<file path="src/rtl/tick_speed_ctrl.sv">
// rtl/tick_speed_ctrl.sv - tick enable generator with debounced four-speed push button
module tick_speed_ctrl #(
    parameter int CLK_HZ     = 50000000,
    parameter int DEB_CYCLES = 1000000
) (
    input  logic       clki,
    input  logic       rs,
    input  logic       btn,
    input  logic       run,
    output logic       tick,
    output logic [1:0] speed
);

    localparam int DIV0  = CLK_HZ;
    localparam int DIV1  = CLK_HZ / 2;
    localparam int DIV2  = CLK_HZ / 4;
    localparam int DIV3  = CLK_HZ / 8;
    localparam int CNT_W = $clog2(CLK_HZ);
    localparam int DEB_W = $clog2(DEB_CYCLES + 1);

    // Terminal counts: a tick period of DIVn cycles ends when the counter reads DIVn-1.
    localparam logic [CNT_W-1:0] TERM0 = CNT_W'(DIV0 - 1);
    localparam logic [CNT_W-1:0] TERM1 = CNT_W'(DIV1 - 1);
    localparam logic [CNT_W-1:0] TERM2 = CNT_W'(DIV2 - 1);
    localparam logic [CNT_W-1:0] TERM3 = CNT_W'(DIV3 - 1);
    localparam logic [DEB_W-1:0] DEB_LAST = DEB_W'(DEB_CYCLES - 1);

    logic             s1;
    logic             s2;
    logic             deb_level;
    logic [DEB_W-1:0] deb_cnt;
    logic             deb_done;
    logic             press;
    logic [CNT_W-1:0] cnt;
    logic [CNT_W-1:0] term;

    // The mismatch count is about to reach DEB_CYCLES: accept s2 as the new level this edge.
    assign deb_done = (s2 != deb_level) && (deb_cnt == DEB_LAST);
    // Only an accepted 0->1 change is a press; releases never touch the speed.
    assign press    = deb_done && s2;

    // Select the terminal count for the current speed.
    always_comb begin
        term = TERM0;
        case (speed)
            2'd0:    term = TERM0;
            2'd1:    term = TERM1;
            2'd2:    term = TERM2;
            2'd3:    term = TERM3;
            default: term = TERM0;
        endcase
    end

    // Two-flop synchronizer for the asynchronous button.
    always_ff @(posedge clki or negedge rs) begin
        if (!rs) begin
            s1 <= 1'b0;
            s2 <= 1'b0;
        end else begin
            s1 <= btn;
            s2 <= s1;
        end
    end

    // Debouncer: any sample matching the current level restarts the stability count.
    always_ff @(posedge clki or negedge rs) begin
        if (!rs) begin
            deb_level <= 1'b0;
            deb_cnt   <= '0;
        end else if (s2 == deb_level) begin
            deb_cnt   <= '0;
        end else if (deb_done) begin
            deb_level <= s2;
            deb_cnt   <= '0;
        end else begin
            deb_cnt   <= deb_cnt + 1'b1;
        end
    end

    // Speed index steps 0,1,2,3,0 on each accepted press.
    always_ff @(posedge clki or negedge rs) begin
        if (!rs) begin
            speed <= 2'd0;
        end else if (press) begin
            speed <= speed + 2'd1;
        end
    end

    // Tick counter: a speed change restarts the period and suppresses a coincident tick.
    always_ff @(posedge clki or negedge rs) begin
        if (!rs) begin
            cnt  <= '0;
            tick <= 1'b0;
        end else if (press) begin
            cnt  <= '0;
            tick <= 1'b0;
        end else if (run) begin
            if (cnt == term) begin
                cnt  <= '0;
                tick <= 1'b1;
            end else begin
                cnt  <= cnt + 1'b1;
                tick <= 1'b0;
            end
        end else begin
            tick <= 1'b0;
        end
    end

endmodule

</file>
<file path="config.mk">
export PLATFORM = sky130hd
export DESIGN_NAME = tick_speed_ctrl
export DESIGN_NICKNAME = d
export VERILOG_FILES = /design/src/rtl/tick_speed_ctrl.sv
export SDC_FILE = /design/constraint.sdc
export NUM_CORES = 1
export LEC_CHECK = 0
export CORE_ASPECT_RATIO = 0.9
export CORE_MARGIN = 1
export CORE_UTILIZATION = 40
export CTS_CLUSTER_SIZE = 20
export DETAILED_ROUTE_END_ITERATION = 10
export MAX_ROUTING_LAYER = met4
export SETUP_SLACK_MARGIN = 0.3
export SYNTH_ARGS = -nofsm -noshare
export SYNTH_HDL_FRONTEND = slang
export SYNTH_SLANG_ARGS = --single-unit
</file>
<file path="constraint.sdc">
create_clock -name clki -period 3.9 [get_ports clki]
set_input_delay 0.39 -clock clki [delete_from_list [all_inputs] [get_ports clki]]
set_output_delay 0.39 -clock clki [all_outputs]
set_load 0.02 [all_outputs]
</file>
==> results of run 1 <==
-- sequential cells by signal, summed over array words and instances, names as in the netlist --
signal and count:
cnt 26, tick 1, deb_cnt 20, deb_level 1, s1 1, speed 2
s2 1
-- power by group through the flow --
stage	registers (mW)	clock network, mW	logic (mW)
2_1_floorplan	0.626	0	0.103
6_report	0.644	0.309	0.116
5_1_grt	0.652	0.344	0.135
4_1_cts	0.643	0.322	0.117
3_3_place_gp	0.651	0	0.115
3_5_place_dp	0.653	0	0.116
-- final cells by class --
class	count	area, um2	area share [%]
clock buffer	6	72.6	2.34
clock inverter	2	16.3	0.524
inverter	6	22.5	0.725
multi-input combinational	241	1510	48.7
sequential	52	1300	41.9
tap	90	113	3.62
timing repair buffer	8	70.1	2.26
-- Yosys cell counts, types with 7 or more instances --
cell type	number
nand4_1	9
nand3_1	19
a21oi_1	7
dfrtp_1	52
xnor2_1	22
nor2_1	49
ha_1	8
and3_1	8
xor2_1	14
nor3_1	8
nand2_1	33
o21ai_0	8
-- kinds of logic after synthesis --
kind of cell / Yosys count / share of synthesized area (%)
simple gates: 162 / 29.8
compound gates: 34 / 7.87
flops: 52 / 45.2
buf+inv: 14 / 2.30
xor+xnor: 36 / 11.0
mux: 1 / 0.391
fa+ha+maj: 8 / 3.48
-- metal layers --
metal | vias to the layer above | wire (um)
li1 | 1084 | -
met2 | 33 | 2380
met4 | 0 | 72
met1 | 1022 | 3180
met3 | 7 | 244
met5 | - | 0
-- path summary, 6_finish.rpt --
check | startpoint | endpoint | slack [ps] | cells after the start
max | speed[0] | cnt[2] | 770 | 8
min | rs | cnt[22] | 180 | 2
max reg2reg | speed[0] | cnt[2] | 770 | 8
min reg2reg | s1 | s2 | 360 | 0
max in group asynchronous | rs | cnt[15] | 3270 | 2
min in group clki | s1 | s2 | 360 | 0
-- worst max-delay path, stage by stage (launching register included) --
cell       delay [ps]
dfrtp_1           450
inv_1             160
ha_1              310
nor2_1             90
a2111oi_0         470
nand3_1           180
a2111oi_2         490
a21o_1            710
nor2_1            120
-- through the flow --
| step | setup WS [ps] | instances | hold WS [ps] |
|---|---|---|---|
| 2_1_floorplan | 1470 | 307 | 94.4 |
| 3_3_place_gp | 1030 | 397 | 339 |
| 3_5_place_dp | 819 | 397 | 340 |
| 4_1_cts | 815 | 405 | 219 |
| 5_1_grt | 435 | 405 | 240 |
| 6_report | 767 | 405 | 176 |
==> results.cfg, run 1 <==
[status]
status = completed

[clocking]
cts_setup_buffers = 0
path_clk_slew_ps = 90
post_cts_resized = 0
hold_buffers = 0
htreeDepth = 2
cts_buffer_depth = 2
tritoncts = yes
worstSkewPairLatency_ps = 310
clock_sinks = 52
cts_root_buffer = clkbuf_8
numCtsBuffers = 5

[finish]
fin_util_pct = 45.9
fill_cells = 630
antenna_cells = 0
final_area_mm2 = 0.00311
final_cell_mix = dfrtp_1, nor2_1, nand2_1, xnor2_1, nand3_1
nNetsFinal = 326
drive_gt1_share_pct = 7.94
area_growth_pct = 7.91
final_common_cell = dfrtp_1

[floorplan]
core_mm2 = 0.00676
dieArea_mm2 = 0.00754
num_rows = 28
fp.dieW_um = 91.4
die_h_um = 82.5
start_util_pct = 42.6
io_pins = 7

[grt]
grt_pass1_vias = 1852
track_usage_pct = 17.3
use_met2_pct = 23.3
grt_overflow = 0
grt_util_met1_pct = 26.0
grt_max_degree = 53
grt_busiest_layer = met1
gr-usage-met3_pct = 3.02
grt_pass1_wl_mm = 9.67
antenna_found_initial = 0

[synth]
synth_edf_count = 0
ys.flop_type = dfrtp_1
ys_top_cells_by_area = dfrtp_1, xnor2_1, nor2_1
netlist_area_mm2 = 0.00288
syn_inst = 307
syn_avg_cell_area_um2 = 9.38
ys_ff_latch = 52
yosysSeqAreaShare_pct = 45.2
synth_nets = 319
ys.warnings.count = 0
yosys.area.top_type = dfrtp_1
async_reset_ff_share_pct = 100
netlist.area_leader.share_pct = 45.2
synth_cell_types = 49

[power_and_ir_drop]
p_int_mw = 0.761
p_sw_share_pct = 28.8
leakage_nw = 1.26
power_density_mw_per_mm2 = 344
power_mw = 1.07
pwr-share-comb_pct = 10.8
clock_power_share_pct = 28.9
p_sw_mw = 0.307
ir_drop_v = 0.000185
pwr-share-seq_pct = 60.3

[sta]
worst_pin_slew_ps = 920
fin_crit_ps = 3130
clock_skew_ps = 8.60
timing.final.hold_violations = 0
clock.fmax_ghz = 0.319
final.setup.tns_ps = 0
fin_crit_sh_pct = 80.3
rsz0062_at_grt = no
drv_slew = 0
slew_headroom_pct = 37.1
setup_viol = 0

[detailed_routing]
ant_nets = 0
wl_per_cell_um = 14.5
viasPerCell = 5.30
vias = 2146
drt-pass1-iter-count = 4
drc_errors = 0
drtIter0Drc = 127
drt_wl_total_mm = 5.87

[placed_design]
routabilityCongestion = 0.858
port_buffers = 6
dpl.hpwl_mm = 4.18
placed_cell_area_mm2 = 0.00302

[worst_setup_path]
setup.worst_path.start_class = flip-flop
cp-end-kind = flip-flop
cp.required_ps = 4070
crit_type = reg2reg
cp_max_fo = 23
cp.arrival_ps = 3300

[job]
drv_cap = 0

[min_path]
hp-class = in2async
No activity file was read; power rests on OpenSTA's default activity.
==> inputs of run 2 (changes only) <==
clock period = 3.25 ns   (was 3.9 ns; I/O delays follow)
==> results.cfg, run 2 (synthesized netlist as in run 1, its figures left out) <==
[floorplan]
io_pins = 7
num_rows = 28
dieArea_mm2 = 0.00754
start_util_pct = 42.6
core_mm2 = 0.00676
die_h_um = 82.5
fp.dieW_um = 91.4

[worst_setup_path]
cp.arrival_ps = 2890
crit_top_cell = nor2_1
crit_type = reg2reg
cp_max_fo = 15
cp.required_ps = 3440
worst-path-buf-inv = 2
crit_chain = inv_1, ha_1, nor2_1, a2111oi_1, nand3_1, a2111oi_4, a21o_2, buf_4, nor2_1
slowest_stage = dfrtp_1
slowest_delay_ps = 430
critPathTopFamily = compound AO/OA/AOI/OAI gates
crit_start = speed[0]
r2r-start = speed[0]
setup.worst_path.start_class = flip-flop
cp-end-kind = flip-flop

[finish]
fin_util_pct = 46.2
largest_reg_flops = 26
antenna_cells = 0
area_growth_pct = 8.52
final_common_cell = dfrtp_1
registers.top_by_ff_count = cnt
final_cell_mix = dfrtp_1, nor2_1, nand2_1, xnor2_1, nand3_1
drive_gt1_share_pct = 8.89
nNetsFinal = 327
fill_cells = 655
largestRegisters = cnt x26, deb_cnt x20, speed x2

[detailed_routing]
drtIter0Drc = 140
wl_per_cell_um = 14.9
drt-pass1-iter-count = 4
drt_wl_total_mm = 6.04
ant_nets = 0
drc_errors = 0
viasPerCell = 5.36
vias = 2169

[min_path]
hp-class = in2async

[sta]
slew_headroom_pct = 47.4
drv_slew = 0
fin_crit_sh_pct = 83.2
rsz0062_at_grt = no
worst_pin_slew_ps = 770
clock.fmax_ghz = 0.370
clock_skew_ps = 5.96
fin_crit_ps = 2700
final.setup.tns_ps = 0
timing.final.hold_violations = 0
setup_viol = 0

[clocking]
clock_sinks = 52
htreeDepth = 2
numCtsBuffers = 5
cts_setup_buffers = 0
cts_buffer_depth = 2
worstSkewPairLatency_ps = 300
tritoncts = yes
cts_root_buffer = clkbuf_8
path_clk_slew_ps = 90

[power_and_ir_drop]
power_mw = 1.26
ir_drop_v = 0.000210
leakage_nw = 1.26
power_density_mw_per_mm2 = 403

[placed_design]
port_buffers = 6
dpl.hpwl_mm = 4.44
routabilityCongestion = 0.880

[grt]
antenna_found_initial = 0
grt_pass1_vias = 2042
track_usage_pct = 18.2
grt_pass1_wl_mm = 10.3
grt_max_degree = 28
grt_overflow = 0

[job]
drv_cap = 0

[status]
status = completed
[run 2: worst paths after layout]
path                            cells past startpoint  endpoint  slack [ps]
worst min-delay path                                1    cnt[1]          20
worst max-delay path                                9    cnt[8]         550
worst min register to register                      0        s2         360
worst max register to register                      9    cnt[8]         550
max in group asynchronous                           2   cnt[11]        2460
min in group clki                                   0        s2         360
[run 2: per-layer routing]
layer | routed length [um] | vias up | part of all wire (%) | global-route usage [%]
li1 | - | 1089 | - | -
met1 | 3220 | 1047 | 53 | 26.8
met2 | 2600 | 29 | 43 | 26.7
met3 | 182 | 4 | 3.0 | 2.66
met4 | 36 | 0 | 0.60 | 3.81
met5 | 0 | - | 0 | -
[run 2: worst reg2reg max path: stages (launching register included)]
cell and delay [ps]:
dfrtp_1 430, inv_1 160, ha_1 300, nor2_1 90, a2111oi_1 430, nand3_1 200
a2111oi_4 380, a21o_2 280, buf_4 240, nor2_1 80
[run 2: report_power, final]
part / leakage [nW] / total [mW] / switching [mW] / internal (mW)
registers: 0.684 / 0.775 / 0.0782 / 0.697
logic: 0.536 / 0.140 / 0.0778 / 0.0625
clock network: 0.0400 / 0.345 / 0.199 / 0.146
total: 1.26 / 1.26 / 0.355 / 0.905
[run 2: area by class of cell]
class	count	area [um2]	area share, %
Sequential cell	52	1300	41.6
Timing Repair Buffer	9	77.6	2.48
Inverter	6	22.5	0.721
Tap cell	90	113	3.60
Multi-Input combinational cell	241	1530	48.9
Clock inverter	2	12.5	0.400
Clock buffer	5	68.8	2.20
[run 2: per-stage QoR]
| stage | hold slack, ps | setup WS (ps) | cells | area, um2 |
|---|---|---|---|---|
| after global routing | 62.0 | 320 | 405 | 3120 |
| final | 19.3 | 547 | 405 | 3120 |
| after CTS | 42.1 | 340 | 405 | 3110 |
| after global placement | 345 | 607 | 398 | 3030 |
| after detailed placement | 343 | 352 | 398 | 3030 |
| after floorplan | 29.4 | 821 | 307 | 2880 |
[run 2: timing repair]
item                       4_1_cts  5_1_grt
resized for setup                0        4
setup endpoints to repair        0       15
hold buffers                     0        0
==> inputs of run 3 (changes only) <==
clock period = 2.8 ns   (was 3.25 ns; I/O delays follow)
==> results.cfg, run 3 (synthesized netlist as in run 1, its figures left out) <==
[floorplan]
die_h_um = 82.5
fp.dieW_um = 91.4
start_util_pct = 42.6
num_rows = 28
dieArea_mm2 = 0.00754
core_mm2 = 0.00676
io_pins = 7

[finish]
seqCellArea_mm2 = 0.00130
area_growth_pct = 11.9
fill_cells = 631
multi_input_area_mm2 = 0.00156
stdcell_count = 410
largest_reg_flops = 26
drive_gt1_share_pct = 12.2
final_common_cell = dfrtp_1
nNetsFinal = 332
final_area_mm2 = 0.00322
final_cell_mix = dfrtp_1, nor2_1, nand2_1, xnor2_1, nand3_1
antenna_cells = 0
registers.top_by_ff_count = cnt
largestRegisters = cnt x26, deb_cnt x20, speed x2

[placed_design]
dp_cells = 401
dpl.hpwl_mm = 4.47
pre_cts_ws_ps = 141
placed_cell_area_mm2 = 0.00306
routabilityCongestion = 0.846
port_buffers = 6

[sta]
setup_ws_ps = 449
fin_crit_sh_pct = 84.0
rsz0062_at_grt = no
clock.fmax_ghz = 0.425
clock_skew_ps = 9.36
timing.final.hold_violations = 0
whs_ps = 359
fin_crit_ps = 2350
slew_headroom_pct = 56.4
drv_slew = 0
final.setup.tns_ps = 0
setup_viol = 0
worst_pin_slew_ps = 652

[grt]
antenna_found_initial = 0
grt_pass1_wl_mm = 10.6
grt_max_degree = 26
track_usage_pct = 18.8
grt_pass1_vias = 1981
grt_overflow = 0

[worst_setup_path]
setup.worst_path.start_class = flip-flop
crit_chain = ha_1, and4_2, nand4_4, or4_4, or4_4, a21oi_2
r2r-start = cnt[0]
reg2reg_depth = 6
cp_max_fo = 6
cp.required_ps = 3040
cp.depth = 6
crit_start = cnt[0]
rrSetupSlack_ps = 450
cp-end-kind = flip-flop
worstReg2RegEnd = cnt[22]
slowest_stage = or4_4
worst-path-buf-inv = 0
cp.arrival_ps = 2590
critPathTopFamily = simple AND/OR/NAND/NOR gates
crit_top_cell = or4_4
slowest_delay_ps = 580
crit_type = reg2reg

[detailed_routing]
drt-pass1-iter-count = 4
viasPerCell = 5.24
drt_wl_total_mm = 6.16
drc_errors = 0
vias = 2150
drtIter0Drc = 128
ant_nets = 0
wl_per_cell_um = 15.0

[clocking]
clock_sinks = 52
htreeDepth = 2
cts_root_buffer = clkbuf_8
cts_buffer_depth = 2
path_clk_slew_ps = 100
worstSkewPairLatency_ps = 300
numCtsBuffers = 5
tritoncts = yes

[min_path]
holdPathEnd = s2
hp-class = reg2reg
hold_depth = 0
min_from = s1

[job]
drv_cap = 0

[power_and_ir_drop]
leakage_nw = 1.30
ir_drop_v = 0.000334
power_density_mw_per_mm2 = 470

[status]
status = completed
[run 3: cell types whose count changed in the layout (fill, tap and decap cells not counted), sizes merged]
cell / change
buf: +4
clkbuf: +1
clkinvlp: -1
dlygate4sd3: +1
[run 3: area by class of cell]
type | count | area share [%]
repair buffers | 14 | 4.04
inverters | 6 | 0.777
multi-input cells | 241 | 48.4
flip-flops and latches | 52 | 40.5
clock buffers | 6 | 2.56
well taps | 90 | 3.50
clock inverters | 1 | 0.272
[run 3: report_power, final]
| part | switching [mW] | total (mW) | internal, mW |
|---|---|---|---|
| sequential | 0.0951 | 0.904 | 0.809 |
| combinational | 0.0923 | 0.167 | 0.0744 |
| clock | 0.245 | 0.442 | 0.198 |
| total | 0.432 | 1.51 | 1.08 |
[run 3: worst max-delay path by stage]
stage	to	slack [ps]
after floorplan	cnt[12]	370
after global placement	cnt[3]	330
after detailed placement	cnt[15]	140
after CTS	cnt[15]	300
after global routing	cnt[15]	280
final	cnt[22]	450
[run 3: routing by layer]
metal	part of all wire, %	track usage, %	routed length [um]
met5	0	-	0
met4	0.73	3.33	45
met3	3.8	3.02	235
met2	39	24.4	2400
met1	56	30.1	3480
[run 3: stage by stage]
step / power, mW / utilization, %
finish: 1.51 / 47.6
global route: 1.60 / 47.6
CTS: 1.52 / 47.0
detailed placement: 1.08 / 45.3
global placement: 1.08 / 45.3
floorplan: 1.02 / -
[run 3: repair_timing]
item / in CTS / in global routing
hold buffers: 1 / 0
endpoints found under the setup margin: 23 / 26
gates resized for setup: 3 / 12
buffers inserted: 1 / 0
pin swaps: 1 / 0
hold endpoints to repair: 10 / 0
==> patch 1: new RTL, settings of run 2 <==
The parameter `CLK_HZ` goes from 50000000 to 12500000.
--- a/src/rtl/tick_speed_ctrl.sv
+++ b/src/rtl/tick_speed_ctrl.sv
@@ -1,5 +1,5 @@
 // rtl/tick_speed_ctrl.sv - tick enable generator with debounced four-speed push button
 module tick_speed_ctrl #(
-    parameter int CLK_HZ     = 50000000,
+    parameter int CLK_HZ     = 12500000,
     parameter int DEB_CYCLES = 1000000
 ) (
Behaviour: no difference found for any inputs over 10 cycles, from zero or initial values; that may be too few to reach the edited logic, so the function may still have changed.
==> patch 1 against run 2 <==
- sequential cell count is 2 lower
- routed wire length is 10% higher
- first-iteration DRC count is 32% higher
- area after synthesis is 0.56% higher
- total power is 2.7% lower
- cell area is 1.2% higher
- worst setup slack better by 0.15 ns
- largest cell class unchanged
==> patch 1: results (changes against run 2) <==
Outcome
  • Status: finished, final reports clean

Place
  • Cell total after placement: 411 (+3.3%)
  • DP HPWL: 4.68 mm (+5.3%)
  • Pre-CTS setup slack: 0.541 ns (+0.189 ns)
  • Area of placed instances: 0.00306 sq mm (+1.1%)
  • RD Place Congestion: 0.905 (+2.9%)

Global route
  • Vias in the first global route: 2004 (-1.9%)
  • Largest net degree at the start of global routing: 41 (+46%)
  • First-pass GRT wire length: 10.4 mm (+1.1%)

Power and ir drop
  • Leakage: 0.00123 uW (-2.4%)
  • Worst IR Drop VDD: 0.000137 V (-35%)

Finish
  • Biggest regs: cnt x24, deb_cnt x20, speed x2

Worst setup path
  • Critical Path Max Stage Delay: 0.53 ns (+0.10 ns)
  • CP Max Fanout: 9 (-6)
  • Setup crit end: cnt[3]
  • Startpoint Class: flop
  • R2R Setup Slk: 0.70 ns (+0.15 ns)
  • Worst Path Arrival: 2.73 ns (-0.16 ns)
  • Delay-heaviest family, CP: simple AND/OR/NAND/NOR gates
  • Depth of the worst register-to-register path: 8 (-1)

STA
  • Final Critical Period: 2.55 ns (-0.155 ns)
  • Worst Tran Pin Value: 0.644 ns (-0.125 ns)
  • Hold slack: 0.364 ns (+0.345 ns)

Route
  • Met2 WL post-DR: 2.77 mm (+6.7%)
  • DRT Wirelength: 6.67 mm (+10%)
  • Initial DRC Count: 185 (+32%)
  • Routed wire per std cell: 15.8 microns (+6.2%)

Clock network
  • TritonCTS buffer count: 5 (unchanged)

Min path
  • Hold/Removal Path Class: flop to flop

Synth
  • Top post-synthesis cells by area: dfrtp_1 (43%), xnor2_1 (4.5%), nor2_1 (4.3%)
  • Synth Net Count: 328 (+2.8%)
  • Synth cell count leaders: dfrtp_1 (50), nor2_1 (33), nand2_1 (27), a21oi_1 (24), nand3_1 (22)
  • Synth Area per Inst: 9.13 sq um (-2.6%)
  • Register area share after synthesis: 0.432 (-0.0198)
patch 1: area by class of cell:
cell class | count | area (sq um)
fillers | 686 | 3880
multi-input cells | 252 | 1580
flip-flops and latches | 50 | 1250
well taps | 93 | 116
repair buffers | 13 | 110
clock buffers | 6 | 72.6
inverters | 5 | 18.8
clock inverters | 2 | 13.8
patch 1: layer usage:
metal  global-route usage  vias up
li1                     -     1188
met1                0.268     1142
met2                0.267       53
met3               0.0357        5
met4               0.0571        0
met5                    -        -
patch 1: repair_timing:
action	4_1_cts	5_1_grt
hold endpoints to repair	13	0
endpoints found under the setup margin	0	2
setup buffers	0	1
hold buffers	1	0
patch 1: logic make-up after synthesis:
kind of cell	after synthesis	synth area share
compound gates	62	0.131
xor+xnor	24	0.0726
mux	1	0.00346
simple gates	158	0.309
fa+ha+maj	7	0.0302
flops	50	0.432
buf+inv	15	0.0225
patch 1: power breakdown:
group	internal [uW]	switching, uW	leakage, uW
clock	152	206	0.0000452
sequential	656	62.5	0.000679
combinational	55.3	93.5	0.000505
==> patch 2: new RTL, flow settings as in run 2 <==
Without the edit above. Put one more register stage on the output `speed`, cleared by the reset. The value now appears one clock later. The other outputs are not delayed to match.
--- a/src/rtl/tick_speed_ctrl.sv
+++ b/src/rtl/tick_speed_ctrl.sv
@@ -26,4 +26,6 @@
     localparam logic [DEB_W-1:0] DEB_LAST = DEB_W'(DEB_CYCLES - 1);
 
+    logic [1:0] speed_s0;
+
     logic             s1;
     logic             s2;
@@ -43,5 +45,5 @@
     always_comb begin
         term = TERM0;
-        case (speed)
+        case (speed_s0)
             2'd0:    term = TERM0;
             2'd1:    term = TERM1;
@@ -81,7 +83,7 @@
     always_ff @(posedge clki or negedge rs) begin
         if (!rs) begin
-            speed <= 2'd0;
+            speed_s0 <= 2'd0;
         end else if (press) begin
-            speed <= speed + 2'd1;
+            speed_s0 <= speed_s0 + 2'd1;
         end
     end
@@ -108,4 +110,12 @@
     end
 
+    always_ff @(posedge clki or negedge rs) begin
+        if (!rs) begin
+            speed <= '0;
+        end else begin
+            speed <= speed_s0;
+        end
+    end
+
 endmodule
 
Check against the original RTL: same outputs for any inputs over 10 cycles, from zero or initial values; that may be too few to reach the edited logic, so the function may still have changed.
==> patch 2 against run 2 <==
- synthesized cell count is 2.0% higher
- area after synthesis is 3.8% higher
- non-clock buffer count is 2 higher
- sequential cell count is 2 higher
- worst setup slack better by 0.082 ns
- cell area is 3.0% higher
- routed wire length is 4.6% lower
- total power is 14% higher
- count of clock-buffer cells in the layout stayed put
- via count is 0.23% higher
- largest cell class unchanged
==> patch 2: results (changes against run 2) <==
Worst setup path
  • Worst Path Arrival: 2.82 ns (-0.07 ns)
  • CP Max Fanout: 26 (+11)
  • R2R Path End: cnt[12]
  • R2R Setup Slk: 0.63 ns (+0.08 ns)
  • Worst Setup SP: speed_s0[0]

Global route
  • Met1 Use GR: 0.254 (-0.0143)
  • Total track usage: 0.168 (-0.0142)
  • Vias in the first global route: 2037 (-0.24%)
  • Largest net degree at the start of global routing: 33 (+18%)
  • Met3 Track Usage GR: 0.0301 (+0.00350)

Synth
  • Distinct cells, synth: 44 (-10%)
  • Synth Area per Inst: 9.55 sq um (+1.8%)
  • Top post-synthesis cells by area: dfrtp_1 (45%), xnor2_1 (10%), nor2_1 (6.8%)
  • Register area share after synthesis: 0.452 (about the same)

Power and ir drop
  • Worst IR Drop VDD: 0.000168 V (-20%)
  • Leakage: 0.00125 uW (-0.87%)

Finish
  • Fraction of layout cells with a size suffix above 1: 0.0818 (-0.00713)
  • # nets final: 330 (+0.92%)
  • Non-Filler Instances: 411 (+1.5%)
  • Layout fillers: 691 (+5.5%)

Outcome
  • Status: finished, final reports clean

STA
  • Hold slack: 0.0521 ns (+0.0328 ns)
  • Max-slew headroom: 0.446 (-0.0274)
  • Fmax achieved: 381 MHz (+3.1%)
  • Clk_skew: 0.00738 ns (+0.00142 ns)

Route
  • DR vias/cell: 5.29 (-1.2%)
  • DRT Wirelength: 5.76 mm (-4.6%)

Place
  • Area of placed instances: 0.00313 sq mm (+3.5%)
  • DP HPWL: 3.98 mm (-10%)
  • Cell total after placement: 404 (+1.5%)
  • Pre-CTS setup slack: 0.558 ns (+0.206 ns)
  • RD Place Congestion: 0.820 (-6.8%)
-- patch 2: cell types whose count changed in the layout (fill, tap and decap cells not counted), sizes merged, moves of 4 or more --
cell | before | now
nor4 | 6 | 12
xnor2 | 22 | 34
and3 | 9 | 5
nor2 | 49 | 54
xor2 | 14 | 9
nand2 | 33 | 27
-- patch 2: where the power goes --
group	total, uW	switching (uW)	internal, uW
Combinational	224	119	105
Sequential	840	104	736
Clock	373	223	150
Total	1440	446	991
-- patch 2: worst max-delay path, stage by stage (launching register included) --
cell and delay, ns:
dfrtp_1 0.47, inv_1 0.12, ha_1 0.32, or4b_2 0.63, nand3_1 0.11, a31oi_1 0.10, a2111oi_2 0.29, a41o_1 0.16
buf_6 0.21, nor2_1 0.07
-- patch 2: logic make-up (layout without fill, tap and decap cells) --
kind of cell / Yosys count / count (layout) / synth area share
AOI/OAI and AO/OA: 22 / 22 / 0.0549
xor gates and xnor gates: 43 / 43 / 0.126
adders and majority gates: 8 / 8 / 0.0335
buffers and inverters: 20 / 25 / 0.0306
DFF: 54 / 54 / 0.452
muxes: 2 / 2 / 0.00712
and+or+nand+nor: 164 / 164 / 0.296
-- patch 2: timing repair --
action	CTS	global route
resized for setup	0	1
hold endpoints to repair	0	0
endpoints found under the setup margin	0	7
-- patch 2: routing by layer --
layer,part of all wire,vias to the layer above
li1,-,1088
met3,0.021,8
met2,0.42,22
met5,0,-
met1,0.54,1056
met4,0.012,0
-- patch 2: final cells by class --
class,count,area (sq um),area share
Clock buffer,5,68.8,0.0214
Multi-Input combinational cell,239,1550,0.480
Clock inverter,2,13.8,0.00428
Timing Repair Buffer,11,96.3,0.0299
Sequential cell,54,1350,0.420
Tap cell,93,116,0.0362
Inverter,7,26.3,0.00816
